## config.mk

```make
export PLATFORM = sky130hd
export DESIGN_NAME = delay_load_seq_flat
export DESIGN_NICKNAME = d
export VERILOG_FILES = /design/src/rtl/delay_load_seq_if.sv /design/src/rtl/delay_load_seq.sv /design/src/flat_wrapper.sv
export SDC_FILE = /design/constraint.sdc
export NUM_CORES = 1
export LEC_CHECK = 0
export CORE_UTILIZATION = 49
export CTS_CLUSTER_SIZE = 30
export DETAILED_ROUTE_END_ITERATION = 12
export PLACE_DENSITY = 0.76
export SKIP_CTS_REPAIR_TIMING = 1
export SYNTH_ARGS = -nofsm -noshare
export SYNTH_HDL_FRONTEND = slang
export SYNTH_SLANG_ARGS = --single-unit
export TNS_END_PERCENT = 1
```

## constraint.sdc

```tcl
create_clock -name clk -period 2.25 [get_ports clk]
set_input_delay 0.45 -clock clk [delete_from_list [all_inputs] [get_ports clk]]
set_output_delay 0.45 -clock clk [all_outputs]
set_load 0.02 [all_outputs]
```

## src/rtl/delay_load_seq_if.sv

```systemverilog
// rtl/delay_load_seq_if.sv - command handshake and delay-bank strobe bundle for delay_load_seq
interface delay_load_seq_if #(
    parameter int NUM_LANES = 10,
    parameter int LANE_BITS = 4
);
    logic                 cmd_valid;
    logic                 cmd_ready;
    logic [1:0]           cmd_op;
    logic [LANE_BITS-1:0] cmd_lane;
    logic [4:0]           cmd_delay;
    logic [4:0]           dly_delay;
    logic [NUM_LANES-1:0] dly_ld;
    logic                 dly_set;

    modport master (
        output cmd_valid, cmd_op, cmd_lane, cmd_delay,
        input  cmd_ready, dly_delay, dly_ld, dly_set
    );

    modport slave (
        input  cmd_valid, cmd_op, cmd_lane, cmd_delay,
        output cmd_ready, dly_delay, dly_ld, dly_set
    );
endinterface

```

## src/rtl/delay_load_seq.sv

```systemverilog
// rtl/delay_load_seq.sv - serialises tap writes into a pipelined delay bank with ld/set spacing and shadow readback
module delay_load_seq #(
    parameter int         NUM_LANES     = 10,
    parameter int         LANE_BITS     = 4,
    parameter int         SETTLE_CYCLES = 2,
    parameter logic [4:0] DELAY_INIT    = 5'd0
) (
    input  logic                 clk,
    input  logic                 rst_n,
    delay_load_seq_if.slave      bus,
    output logic                 pending,
    output logic                 cmd_err,
    input  logic [LANE_BITS-1:0] rd_lane,
    output logic [4:0]           rd_delay
);
    typedef enum logic [1:0] {IDLE, STROBE, SETTLE} state_t;

    localparam logic [1:0] OP_WRITE     = 2'd1;
    localparam logic [1:0] OP_WRITE_ALL = 2'd2;
    localparam logic [1:0] OP_APPLY     = 2'd3;
    localparam logic [2:0] CNT_LOAD     = (SETTLE_CYCLES > 0) ? 3'(SETTLE_CYCLES - 1) : 3'd0;

    state_t               state_q, state_d;
    logic [2:0]           cnt_q, cnt_d;
    logic                 ready_q, ready_d;
    logic [4:0]           delay_q, delay_d;
    logic [NUM_LANES-1:0] ld_q, ld_d;
    logic                 set_q, set_d;
    logic                 pend_q, pend_d;
    logic                 err_q, err_d;
    logic [4:0]           shadow_q [NUM_LANES];
    logic [4:0]           shadow_d [NUM_LANES];
    logic                 accept;
    logic                 lane_ok;

    assign accept  = bus.cmd_valid & ready_q;
    assign lane_ok = int'(bus.cmd_lane) < NUM_LANES;

    // Strobes and shadow updates are decided at the accepting edge so they
    // appear, registered, in the STROBE cycle itself.
    always_comb begin
        state_d  = state_q;
        cnt_d    = cnt_q;
        delay_d  = delay_q;
        ld_d     = '0;
        set_d    = 1'b0;
        pend_d   = pend_q;
        err_d    = err_q;
        shadow_d = shadow_q;
        case (state_q)
            IDLE: begin
                if (accept) begin
                    case (bus.cmd_op)
                        OP_WRITE: begin
                            if (lane_ok) begin
                                state_d = STROBE;
                                delay_d = bus.cmd_delay;
                                pend_d  = 1'b1;
                                for (int i = 0; i < NUM_LANES; i++) begin
                                    if (int'(bus.cmd_lane) == i) begin
                                        ld_d[i]     = 1'b1;
                                        shadow_d[i] = bus.cmd_delay;
                                    end
                                end
                            end else begin
                                err_d = 1'b1;
                            end
                        end
                        OP_WRITE_ALL: begin
                            state_d = STROBE;
                            delay_d = bus.cmd_delay;
                            pend_d  = 1'b1;
                            ld_d    = '1;
                            for (int i = 0; i < NUM_LANES; i++) begin
                                shadow_d[i] = bus.cmd_delay;
                            end
                        end
                        OP_APPLY: begin
                            state_d = STROBE;
                            set_d   = 1'b1;
                            pend_d  = 1'b0;
                        end
                        default: ;
                    endcase
                end
            end
            STROBE: begin
                if (SETTLE_CYCLES > 0) begin
                    state_d = SETTLE;
                    cnt_d   = CNT_LOAD;
                end else begin
                    state_d = IDLE;
                end
            end
            SETTLE: begin
                if (cnt_q == 3'd0) begin
                    state_d = IDLE;
                end else begin
                    cnt_d = cnt_q - 3'd1;
                end
            end
            default: state_d = IDLE;
        endcase
        ready_d = (state_d == IDLE);
    end

    always_ff @(posedge clk) begin
        if (!rst_n) begin
            state_q <= IDLE;
            cnt_q   <= 3'd0;
            ready_q <= 1'b0;
            delay_q <= 5'd0;
            ld_q    <= '0;
            set_q   <= 1'b0;
            pend_q  <= 1'b0;
            err_q   <= 1'b0;
            for (int i = 0; i < NUM_LANES; i++) begin
                shadow_q[i] <= DELAY_INIT;
            end
        end else begin
            state_q  <= state_d;
            cnt_q    <= cnt_d;
            ready_q  <= ready_d;
            delay_q  <= delay_d;
            ld_q     <= ld_d;
            set_q    <= set_d;
            pend_q   <= pend_d;
            err_q    <= err_d;
            shadow_q <= shadow_d;
        end
    end

    always_comb begin
        rd_delay = 5'd0;
        for (int i = 0; i < NUM_LANES; i++) begin
            if (int'(rd_lane) == i) begin
                rd_delay = shadow_q[i];
            end
        end
    end

    assign bus.cmd_ready = ready_q;
    assign bus.dly_delay = delay_q;
    assign bus.dly_ld    = ld_q;
    assign bus.dly_set   = set_q;
    assign pending       = pend_q;
    assign cmd_err       = err_q;
endmodule

```

## src/flat_wrapper.sv

```systemverilog
// flat-port wrapper written by rule: the top's interface ports become plain ports
module delay_load_seq_flat 
#(
    parameter int         NUM_LANES     = 10,
    parameter int         LANE_BITS     = 4,
    parameter int         SETTLE_CYCLES = 2,
    parameter logic [4:0] DELAY_INIT    = 5'd0
)
  (clk, rst_n, pending, cmd_err, rd_lane, rd_delay, bus_cmd_valid, bus_cmd_op, bus_cmd_lane, bus_cmd_delay, bus_cmd_ready, bus_dly_delay, bus_dly_ld, bus_dly_set);
  delay_load_seq_if #(.NUM_LANES(NUM_LANES), .LANE_BITS(LANE_BITS)) bus_i ();
  input  logic clk;
  input  logic rst_n;
  output logic pending;
  output logic cmd_err;
  input  logic [LANE_BITS-1:0] rd_lane;
  output logic [4:0] rd_delay;
  input wire logic [$bits(bus_i.cmd_valid)-1:0] bus_cmd_valid;
  input wire logic [$bits(bus_i.cmd_op)-1:0] bus_cmd_op;
  input wire logic [$bits(bus_i.cmd_lane)-1:0] bus_cmd_lane;
  input wire logic [$bits(bus_i.cmd_delay)-1:0] bus_cmd_delay;
  output wire logic [$bits(bus_i.cmd_ready)-1:0] bus_cmd_ready;
  output wire logic [$bits(bus_i.dly_delay)-1:0] bus_dly_delay;
  output wire logic [$bits(bus_i.dly_ld)-1:0] bus_dly_ld;
  output wire logic [$bits(bus_i.dly_set)-1:0] bus_dly_set;
  assign bus_i.cmd_valid = bus_cmd_valid;
  assign bus_i.cmd_op = bus_cmd_op;
  assign bus_i.cmd_lane = bus_cmd_lane;
  assign bus_i.cmd_delay = bus_cmd_delay;
  assign bus_cmd_ready = bus_i.cmd_ready;
  assign bus_dly_delay = bus_i.dly_delay;
  assign bus_dly_ld = bus_i.dly_ld;
  assign bus_dly_set = bus_i.dly_set;
  delay_load_seq #(.NUM_LANES(NUM_LANES), .LANE_BITS(LANE_BITS), .SETTLE_CYCLES(SETTLE_CYCLES), .DELAY_INIT(DELAY_INIT)) u_core (.clk(clk), .rst_n(rst_n), .bus(bus_i), .pending(pending), .cmd_err(cmd_err), .rd_lane(rd_lane), .rd_delay(rd_delay));
endmodule
```

Word level (Yosys, flattened, before mapping) --
Cells that the tools add are included.
Storage, ports and cells: logic and storage cells 127, flip-flop bits (word level) 74, output and inout port bits 24, input port bits 18
Operators by class: multiplexer cells 46, magnitude comparators 1, equal/unequal tests 35, add/sub/neg operators 1, reductions and logical operators 24, bitwise operators 2
Operators with widths (count):
- two-way mux 5 bit | 21
- one-hot mux 50 bit (2 select lines) | 1
- two-way mux 50 bit | 1
- AND reduction 5 bit | 10
- equality test 4 bit, second input constant | 12
- inequality test 2 x 1 -> 1 bit, second input constant | 11
- one-hot mux 10 bit (2 select lines) | 1
- equality test 4 x 3 -> 1 bit, second input constant | 4
- two-way mux 1 bit | 12
- AND reduction 4 bit | 3
- two-way mux 10 bit | 1
- one-hot mux 5 bit (2 select lines) | 1
- equality test 4 x 2 -> 1 bit, second input constant | 2
- logical NOT 4 bit | 2
- equality test 2 bit, second input constant | 3
- two-way mux 2 bit | 3
- one-hot mux 2 bit (3 select lines) | 1
- one-hot mux 3 bit (2 select lines) | 1
- equality test 2 x 1 -> 1 bit, second input constant | 2
- logical NOT 2 bit | 2
- less-than comparator 4 bit, second input constant | 1
- one-hot mux 2 bit (2 select lines) | 1
- nonzero test 2 bit | 2
- logical NOT 3 bit | 1
- other kinds (10) | 10

Longest topological paths before layout --
depth in word-level cells 11, depth in mapped cells 7, depth with buffers taken out 6

Worst setup path before layout --
OpenSTA, ideal clock, no wires.
path type input -> output, start point input port rd_lane[2], end point output port rd_delay[3], arrival time 1.759 ns, path slack 0.041 ns, stages on the path 6, path buffers 2, data required time 1.800 ns, cell sequence clkbuf_1 > buf_2 > nor3_1 > a211oi_1 > a211oi_1 > o32ai_1
Between the ends: longest elaborated chain between the ends 11, elaborated cells on any way between the ends 20, classes of those cells 9 x eq/ne; 10 x mux; 1 x reduce/logical
RTL lines:
- start: declaration | line flat_wrapper.sv:15 | input logic [LANE_BITS-1:0] rd_lane;
- logical NOT 4 bit | line delay_load_seq.sv:136 | if (int'(rd_lane) == i) begin
- two-way mux 5 bit (9 in series) | line delay_load_seq.sv:136
- two-way mux 5 bit (*) | line delay_load_seq.sv:136
- end: declaration | line flat_wrapper.sv:16 | output logic [4:0] rd_delay;
Mark *: on every way between the ends. The rest lies on a longest branch, timed or not.

Worst setup path in the final report --
start point input port rd_lane[0], end point output port rd_delay[1]
Same word-level chain as after synthesis.

==> out/metrics.cfg <==
[outcome]
status=finished, final reports clean

[setup_path]
r2r-end=u_core.shadow_q[15]$_SDFFE_PN0P_
timing.rr.start=u_core.state_q[1]$_SDFF_PN0_
cpMaxStageDelayCell=or3_1
path_class=in2out
slowest_delay_ns=0.37
critPathMaxFanout=6
crit_chain=dlymetal6s2s_1 -> buf_6 -> mux2i_1 -> or3_1 -> a22o_1 -> o221ai_1 -> buf_4
cp.required_ns=1.80
arrival_ns=1.72
rr_worst_depth=5
worstSetupEndpointType=primary output
reg2reg_slack_ns=0.47
start_kind=primary input

[placed_design]
dpl-instance-area_um2=4320
place_inst=533
portBuffers=41
post-dp-hpwl_um=6180
gp_congestion=0.900

[final_layout]
final_layout_size_suffix_gt1_frac=0.198
fin_cells=551
syn_to_final_growth_pct=26.5
diodes=0
fillCellCount=577
final_util=0.656
fin_nets=474
final_area_um2=4560

[die]
die_y_um=87.7
initial_utilization=0.519
coreArea_um2=6940
ioPinCount=42
fp.dieW_um=87.7
rows=30
dieArea_um2=7700

[grt]
grt_util_all_layers=0.231
grt_use_met1=0.321
grt-busiest-layer=met2
use_met2=0.363
grt_pass1_wl_um=13400
grt_pass1_vias=2769
overflow=0
grt_max_degree=26
use_met3=0.0339
antenna_found_initial=0

[synth]
muxShareOfSynthArea=0.165
synth_area_um2=3600
synth_ff_type=dfxtp_1
synth-edff-count=0
yosysUniqueCellTypes=50
yosys_warnings=0
synth_compound_area_frac=0.158
synth_seq_area_share=0.411
synth-async-reset-ratio=0
syn_inst=386
synth-seq-cells=74
synth-xor-area-share=0
synth_nets=410
avgSynthCellArea_um2=9.33
synth_fa_ha_area_frac=0.0208
synth_top_family_by_area=simple AND/OR/NAND/NOR gates
synth-simple-area-share=0.193

[route]
num_vias=2962
routed_via_density=5.38
drc=0
drtAntennaViolNets=0
routedWlPerCell_um=15.3
drt-pass1-iter-count=4
wl_um=8430
first_iter_violations=116

[timing]
fmax_ghz=0.460
whs_ns=0.469
hold_viol=0
drv_slew=0
fin_tns_setup_ns=0
clock_skew_ns=0.00426
setup_viol=0
finalCritPeriodShare=0.966
worstMarginPinSlew_ns=0.592
rsz0062_at_grt=no
maxSlewHeadroom=0.603
period_needed_ns=2.17

[clock_network]
cts_tree=done
clk_pin_slew_ns=0.07
htree_levels=3
cts_root_buf=clkbuf_8
cts_sinks=74
insertion_delay_ns=0.34
clockBufferDepth=2
cts_buffers=9

[hold_path]
whs_endpoint=u_core.shadow_q[7]$_SDFFE_PN0P_
hold_class=reg2reg
worstHoldStart=u_core.shadow_q[7]$_SDFFE_PN0P_
whs_path_depth=2

[run]
drv_cap=0

[pwr]
power_leakage_uw=0.00195
ir_drop_mv=0.371
power_density_nw_per_um2=595

through the flow:
| stage | total power, uW | setup slack (ns) |
|---|---|---|
| global route | 2840 | 0.0153 |
| finish | 2710 | 0.0773 |
| detailed placement | 1830 | -0.727 |
| CTS | 2720 | -0.740 |
| floorplan | 1660 | 0.0409 |
| global placement | 1820 | -0.695 |
how the worst max path moves through the flow:
stage,endpoint,slack (ns),cells after the start,start
after global placement,rd_delay[1],-0.69,7,rd_lane[2]
after floorplan,rd_delay[3],0.04,6,rd_lane[2]
after CTS,rd_delay[1],-0.74,7,rd_lane[2]
final,rd_delay[1],0.08,7,rd_lane[0]
after global routing,rd_delay[1],0.02,7,rd_lane[0]
after detailed placement,rd_delay[1],-0.73,7,rd_lane[2]
cells in the mapped netlist (all sizes together) (3+ instances only):
library cell / instances / area share
a211oi: 5 / 0.014
a21oi: 18 / 0.025
a22o: 8 / 0.019
and3: 3 / 0.0052
and4bb: 3 / 0.010
buf: 12 / 0.022
clkbuf: 16 / 0.017
dfxtp: 74 / 0.41
ha: 6 / 0.021
inv: 11 / 0.011
mux2: 4 / 0.013
mux2i: 55 / 0.15
nand2: 18 / 0.019
nand2b: 12 / 0.021
nand3: 9 / 0.013
nor2: 58 / 0.060
nor2b: 3 / 0.0052
nor3: 6 / 0.011
nor3b: 5 / 0.010
nor4b: 3 / 0.0073
o211ai: 6 / 0.022
o21a: 4 / 0.0083
o21ai: 15 / 0.021
o221ai: 7 / 0.017
or3: 3 / 0.0052
logic make-up (layout without fill, tap and decap cells):
group / Yosys count / count (layout)
compound gates: 76 / 76
fa+ha+maj: 6 / 6
buf+inv: 40 / 109
flops: 74 / 74
mux: 59 / 59
simple gates: 131 / 131
layout make-up:
class | count | area [um2] | area share
clock buffer | 11 | 141 | 0.0310
timing repair buffer | 81 | 753 | 0.165
clock inverter | 5 | 30.0 | 0.00659
tap | 96 | 120 | 0.0264
inverter | 12 | 45.0 | 0.00989
sequential | 74 | 1480 | 0.325
multi-input combinational | 272 | 1980 | 0.436
cell usage in the layout, fill, tap and decap left out, types with 3 or more instances in the layout:
cell type        Yosys  final
buf_4                2     34
a22o_1               8      8
and4bb_2             3      3
nand2b_1            12     10
mux2i_1             55     54
clkbuf_8             0     10
nand2_1             18     18
nor2b_1              3      3
or3_1                3      3
and3_1               3      3
nor3b_1              5      4
mux2_2               4      4
inv_1               10     10
o221ai_1             7      5
clkdlybuf4s50_1      0     32
nor3_1               5      5
ha_1                 6      6
a211oi_1             4      4
o21a_1               4      4
nor2_1              58     57
dfxtp_1             74     74
o211ai_2             4      4
nor4b_1              3      3
o21ai_0             15     11
dlymetal6s2s_1       0      3
o21ai_1              0      4
nand3_1              9      9
buf_12               0      3
buf_6                2      4
a21oi_1             18     18
clkinv_2             0      3
critical path: cells and delay by family:
family                 cells  cell delay [ns]
AOI/OAI and AO/OA          2             0.31
buffers and inverters      3             0.47
muxes                      1             0.13
and+or+nand+nor            1             0.37
registers in the layout (all words and copies together) (netlist names):
register / count
u_core.bus.dly_ld: 10
u_core.bus.cmd_ready: 1
u_core.pending: 1
u_core.bus.dly_set: 1
u_core.shadow_q: 50
u_core.bus.dly_delay: 5
u_core.cmd_err: 1
u_core.cnt_q: 3
u_core.state_q: 2
routing by layer:
| layer | wire (um) | vias to the layer above |
|---|---|---|
| li1 | - | 1497 |
| met1 | 4170 | 1389 |
| met2 | 3830 | 67 |
| met3 | 313 | 9 |
| met4 | 117 | 0 |
| met5 | 0 | - |
power breakdown:
part	switching [uW]	internal, uW
clock	473	425
combinational	235	203
sequential	25.9	1350
(Power assumes the default switching activity.)
